File: src/rtl/pme_irq_ctrl.sv
// PME wake/SCI interrupt manager: sticky status, saturating event count, and an
// assert/holdoff FSM driving active-low pme_irq_n. Optional timeout via PME_IRQ_TIMEOUT_EN.
module pme_irq_ctrl #(
    parameter int CNT_W         = 8,
    parameter int TIMEOUT_TICKS = 16,
    parameter int HOLDOFF_TICKS = 4
) (
    input  logic             clk,
    input  logic             pgoodaux,
    input  logic             t1ms_tick,
    input  logic             pme_event_pls,
    input  logic             db_pme_source_all,
    input  logic             irq_en,
    input  logic             status_w1c,
    input  logic             irq_ack,
    output logic             pme_irq_n,
    output logic             pme_status,
    output logic             pme_pending,
    output logic [CNT_W-1:0] pme_evt_cnt,
    output logic             pme_timeout_err
);

    localparam int MAX_TICKS = (TIMEOUT_TICKS > HOLDOFF_TICKS) ? TIMEOUT_TICKS : HOLDOFF_TICKS;
    localparam int TICK_W    = (MAX_TICKS > 1) ? $clog2(MAX_TICKS) : 1;

    typedef enum logic [1:0] {
        IDLE    = 2'd0,
        ASSERT  = 2'd1,
        HOLDOFF = 2'd2
    } state_t;

    state_t            state, state_nxt;
    logic [TICK_W-1:0] tick_cnt;
    logic              ack_take;
    logic              holdoff_done;
    logic              retrig;
`ifdef PME_IRQ_TIMEOUT_EN
    logic              timeout_hit;
`endif

    // Priority inside ASSERT: irq_en low, then ack, then timeout.
    always_comb begin
        state_nxt    = state;
        ack_take     = 1'b0;
        holdoff_done = 1'b0;
`ifdef PME_IRQ_TIMEOUT_EN
        timeout_hit  = 1'b0;
`endif
        case (state)
            IDLE: begin
                if (pme_pending && irq_en) state_nxt = ASSERT;
            end
            ASSERT: begin
                if (!irq_en) begin
                    state_nxt = IDLE;
                end else if (irq_ack) begin
                    ack_take  = 1'b1;
                    state_nxt = HOLDOFF;
                end
`ifdef PME_IRQ_TIMEOUT_EN
                else if (t1ms_tick && tick_cnt == TICK_W'(TIMEOUT_TICKS - 1)) begin
                    timeout_hit = 1'b1;
                    state_nxt   = HOLDOFF;
                end
`endif
            end
            HOLDOFF: begin
                if (t1ms_tick && tick_cnt == TICK_W'(HOLDOFF_TICKS - 1)) begin
                    holdoff_done = 1'b1;
                    state_nxt    = IDLE;
                end
            end
            default: state_nxt = IDLE;
        endcase
    end

    // A source still held high when holdoff ends re-arms the request.
    assign retrig = holdoff_done & db_pme_source_all;

    always_ff @(posedge clk or negedge pgoodaux) begin
        if (!pgoodaux) begin
            state     <= IDLE;
            pme_irq_n <= 1'b1;
            tick_cnt  <= '0;
        end else begin
            state     <= state_nxt;
            pme_irq_n <= (state_nxt != ASSERT);
            if (state_nxt != state) begin
                tick_cnt <= '0;
            end else if (t1ms_tick && state != IDLE) begin
                tick_cnt <= tick_cnt + 1'b1;
            end
        end
    end

    always_ff @(posedge clk or negedge pgoodaux) begin
        if (!pgoodaux) begin
            pme_pending <= 1'b0;
            pme_status  <= 1'b0;
            pme_evt_cnt <= '0;
        end else begin
            if (pme_event_pls || retrig) begin
                pme_pending <= 1'b1;
            end else if (ack_take || status_w1c) begin
                pme_pending <= 1'b0;
            end
            if (pme_event_pls) begin
                pme_status <= 1'b1;
            end else if (status_w1c) begin
                pme_status <= 1'b0;
            end
            if (status_w1c) begin
                pme_evt_cnt <= {{(CNT_W-1){1'b0}}, pme_event_pls};
            end else if (pme_event_pls && !(&pme_evt_cnt)) begin
                pme_evt_cnt <= pme_evt_cnt + 1'b1;
            end
        end
    end

`ifdef PME_IRQ_TIMEOUT_EN
    always_ff @(posedge clk or negedge pgoodaux) begin
        if (!pgoodaux) begin
            pme_timeout_err <= 1'b0;
        end else if (timeout_hit) begin
            pme_timeout_err <= 1'b1;
        end else if (status_w1c) begin
            pme_timeout_err <= 1'b0;
        end
    end
`else
    assign pme_timeout_err = 1'b0;
`endif

endmodule

File: config.mk
export PLATFORM = sky130hd
export DESIGN_NAME = pme_irq_ctrl
export DESIGN_NICKNAME = d
export VERILOG_FILES = /design/src/rtl/pme_irq_ctrl.sv
export SDC_FILE = /design/constraint.sdc
export NUM_CORES = 1
export LEC_CHECK = 0
export ABC_AREA = 1
export CAP_MARGIN = 15
export CORE_MARGIN = 5
export CORE_UTILIZATION = 53
export DETAILED_ROUTE_END_ITERATION = 10
export PLACE_DENSITY = 0.79
export SLEW_MARGIN = 20
export SYNTH_ARGS = -nofsm -noshare
export SYNTH_HDL_FRONTEND = slang
export SYNTH_SLANG_ARGS = --single-unit
File: constraint.sdc
create_clock -name clk -period 3.53 [get_ports clk]
set_input_delay 0.706 -clock clk [delete_from_list [all_inputs] [get_ports clk]]
set_output_delay 0.706 -clock clk [all_outputs]
set_load 0.02 [all_outputs]
# Word-level counts from Yosys, hierarchy flattened
# Cells that the tools add are included.
# W data, S select, Z words.
# totals
register_bits	17
inputBits	8
out_inout_bits	12
elab_cells	46
# classes
n_addsub	2
n_eq_ne	5
n_mux	18
bitwise	1
n_reduce_logical	14
# op_table
op	count
$mux W8	2
$reduce_bool A2 Y1	5
$mux W1	9
$add A8 B1 Y8 const B	1
$mux W2	4
$mux W4	2
$reduce_and A8 Y1	1
$pmux W2 S3	1
$add A4 B1 Y4 const B	1
$eq A4 B2 Y1 const B	1
$logic_and A1 B1 Y1	4
$eq A2 B1 Y1 const B	1
$eq A2 B2 Y1 const B	1
$logic_not A2 Y1	1
$logic_or A1 B1 Y1	2
$ne A2 B1 Y1 const B	1
$ne A2 B2 Y1	1
$and A1 B1 Y1	1
$logic_not A1 Y1	1

# Depth between registers and ports, before layout
# depth
ltp_word	7
mapped_depth	9
mapped_depth_nobuf	9

# Worst setup path after synthesis
# No wires, ideal clock.
# synth_timing
path_type	register -> register
from	reg pme_evt_cnt[1]
to	reg pme_evt_cnt[0]
setup_time_ns	0.121
arrival_ns	1.221
required_ns	3.409
slack_ns	2.188
stages_incl_launch_ff	9
path_buffers	0
synth_period_minus_slack_ns	1.342
path_cell_list	dfrtp_1 -> ha_1 -> inv_2 -> nor2_2 -> nand2_2 -> nand2_2 -> nand2_4 -> nand2_1 -> o21ai_1
# synth_between
elab_chain_len	4
# synth_rtl
element	line_no	source
from (decl)	19	output logic [CNT_W-1:0] pme_evt_cnt,
from (signal assigned)	113	pme_evt_cnt <= {{(CNT_W-1){1'b0}}, pme_event_pls};
from (signal assigned)	115	pme_evt_cnt <= pme_evt_cnt + 1'b1;
$reduce_and A8 Y1	114	end else if (pme_event_pls && !(&pme_evt_cnt)) begin
$logic_not A1 Y1	114	
$logic_and A1 B1 Y1	114	
$reduce_bool A2 Y1 (no source line)	-	
# Every way passes these cells.
# A chain may end at the register's enable or synchronous reset.

# Final worst setup path
# layout_timing
from	reg pme_evt_cnt[2]
to	out pme_evt_cnt[2]
# No word-level cell between the ends.

==> impl_metrics.yaml <==
finish:
  fillerInstances: 149
  leading_cell_type_in_the_layout_fill_and_taps_excluded: "nand2_1"
  fin_nets: 161
  layout.area.seq_um2: 427
  finalCoreUtilization: 0.686
  drive_above_1_share: 0.100
  mostFrequentLayoutCells: "42 x nand2_1, 18 x clkdlybuf4s50_1, 16 x dfrtp_1"
  multiInputGateArea_um2: 445
  area.growth.synth_to_final_pct: 24.1
  antenna-diode-count: 0
global_routing:
  vias_in_the_first_global_route: 814
  gr-usage-all-layers: 0.169
  first_pass_grt_wire_length_um: 3440
  gr-total-overflow: 0
  number_of_antenna_violations_at_the_first_check_in_global_routing: 0
  pin_count_of_the_biggest_net_entering_global_routing: 18
critical_path:
  worstSetupEndpointType: "output pin"
  r2r_cells: 9
  worst-path-max-fanout: 7
  cp.required_ns: 2.82
  critical_path.reg2reg.startpoint: "pme_evt_cnt[0]"
  critPathKind: "flop to output pin"
  critPathTopFamily: "buffers and inverters"
  cp.buffers_inverters: 1
  timing.critical_path.from_type: "flop"
  critical_path_arrival_ns: 1.42
  r2r-end: "pme_evt_cnt[2]"
  crit_cells: 1
  critical_path_cell_by_cell: "clkdlybuf4s50_1"
  setup.worst_path.start: "pme_evt_cnt[2]"
  worst_path_largest_cell_delay_ns: 0.65
  timing.reg2reg.setup_slack_ns: 2.20
  critical_path.slowest_cell: "clkdlybuf4s50_1"
  endpoint: "pme_evt_cnt[2]"
timing:
  finClkSkew_ns: 0.000438
  fin_hold_ws_ns: 0.493
  report.final.slew_viol_count: 0
  fin_setup_tns_ns: 0
  finalHoldViolCount: 0
  slew_headroom: 0.504
  rsz_0062_raised_after_global_routing: "no"
  period_share: 0.603
  layout_min_cycle_time_ns: 2.13
  setup_viol: 0
  timing.fmax_ghz: 0.470
  timing_worst_slew_pin_value_ns: 0.742
clocking:
  clk_path_buf_depth: 2
  clock_tree_from_tritoncts: "built"
  clkLatencyLatePin_ns: 0.30
  cts-root-buf: "clkbuf_4"
  cts_inserted_buffers: 3
  ctsResizeCount: 0
  cts.hold.buffers_added: 0
  h-tree-depth: 1
  clock_sink_count: 17
  clk_pin_slew_ns: 0.10
  post_cts_buffers: 0
power:
  ir_drop_mv: 0.199
  cellLeakagePower_nw: 0.580
  comb_power_share: 0.274
  cellInternalPower_mw: 0.317
  power-per-cell-area_nw_per_um2: 410
  p_switching_mw: 0.168
  sequentialPowerShare: 0.504
  p_clk_frac: 0.222
  p_total_mw: 0.485
  switching_share: 0.347
floorplan:
  die_y_um: 52.4
  fp.dieW_um: 52.4
  initial_core_util: 0.553
  number_of_rows_in_the_core_area: 15
  design.die.area_um2: 2750
  boundaryPins: 20
  design.core.area_um2: 1730
placement:
  place.detailed.hpwl_um: 1530
  place_congestion: 0.815
  portBuffers: 18
detailed_routing:
  drtIter0Drc: 17
  average_routed_wire_per_standard_cell_um: 11.3
  first_pass_iters: 4
  route.final.wire_length_um: 1970
  antenna_left: 0
  via_count: 852
  drcViolationCount: 0
  routed_via_density: 4.87
synth:
  avgSynthCellArea_um2: 7.40
  ffs_latches_synth: 17
  number_of_standard_cells_after_synthesis: 129
  number_of_nets_in_the_synthesized_netlist: 139
  netlist_area_um2: 955
  synth_cell_types: 22
  ys_seq_area_frac: 0.447
  synth_warnings: 0
hold_path:
  hold_class: "flop to flop"
  hold_path_depth: 2
run:
  timing.max_cap.violations: 0
outcome:
  run_status: "completed"
## cell families after synthesis
family | Yosys count | share of synthesized area
AO/OA/AOI/OAI | 8 | 0.0445
XOR/XNOR | 5 | 0.0459
adder cells (fa/ha/maj) | 2 | 0.0262
buffers and inverters | 19 | 0.0865
flip-flops | 17 | 0.447
other | 1 | 0.00393
AND/OR/NAND/NOR | 77 | 0.346
## layer usage
metal / vias to the layer above / part of all wire / GRT usage
met5: - / 0 / 0
met4: 0 / 0.020 / 0.0638
met3: 5 / 0.057 / 0.0342
met2: 27 / 0.45 / 0.267
met1: 381 / 0.47 / 0.227
li1: 439 / - / -
## state kept, by name, indices dropped and copies added, names as in the netlist
register,cells
pme_evt_cnt,8
pme_status,1
pme_pending,1
state,2
tick_cnt,4
pme_irq_n,1
## cell type report
cell class / count / area share
multi-input cells: 93 / 0.376
flip-flops and latches: 17 / 0.360
repair buffers: 18 / 0.152
inverters: 18 / 0.0634
well taps: 25 / 0.0264
clock buffers: 4 / 0.0222
## power by group through the flow
stage | Sequential, mW | Clock, mW | Combinational (mW)
after global routing | 0.249 | 0.121 | 0.150
after detailed placement | 0.249 | 0 | 0.133
after global placement | 0.247 | 0 | 0.128
after floorplan | 0.254 | 0 | 0.0757
final | 0.245 | 0.108 | 0.133
after CTS | 0.245 | 0.110 | 0.134
## worst min path at each step
| stage | startpoint | end | slack (ns) |
|---|---|---|---|
| detailed placement | pme_status | pme_status | 0.48 |
| global route | pme_status | pme_status | 0.56 |
| CTS | pme_status | pme_status | 0.50 |
| global placement | pme_status | pme_status | 0.47 |
| finish | pme_status | pme_status | 0.49 |
| floorplan | pgoodaux | pme_evt_cnt[0] | 0.41 |
## Yosys cell counts
cell type | n | area share
ha_1 | 2 | 0.026
nor3_1 | 1 | 0.0052
o31ai_1 | 1 | 0.0079
nand2_4 | 1 | 0.012
nand2_1 | 42 | 0.17
nand4_1 | 3 | 0.020
dfrtp_1 | 16 | 0.42
conb_1 | 1 | 0.0039
a21oi_1 | 3 | 0.016
nand2_2 | 2 | 0.013
inv_1 | 13 | 0.051
xor2_1 | 5 | 0.046
o21ai_0 | 1 | 0.0052
nor2_1 | 15 | 0.059
nand3_1 | 10 | 0.052
clkinv_4 | 1 | 0.0092
inv_4 | 1 | 0.0066
o21ai_1 | 3 | 0.016
nor2_2 | 3 | 0.020
buf_4 | 1 | 0.0079
inv_2 | 3 | 0.012
dfstp_2 | 1 | 0.028
## stage by stage
stage	cell area, um^2	setup WS, ns	instances
3_3_place_gp	1160	1.64	171
4_1_cts	1180	1.40	175
5_1_grt	1180	1.35	175
6_report	1180	1.40	175
3_5_place_dp	1160	1.58	171
2_1_floorplan	955	2.19	129
No activity file was read; power rests on OpenSTA's default activity.
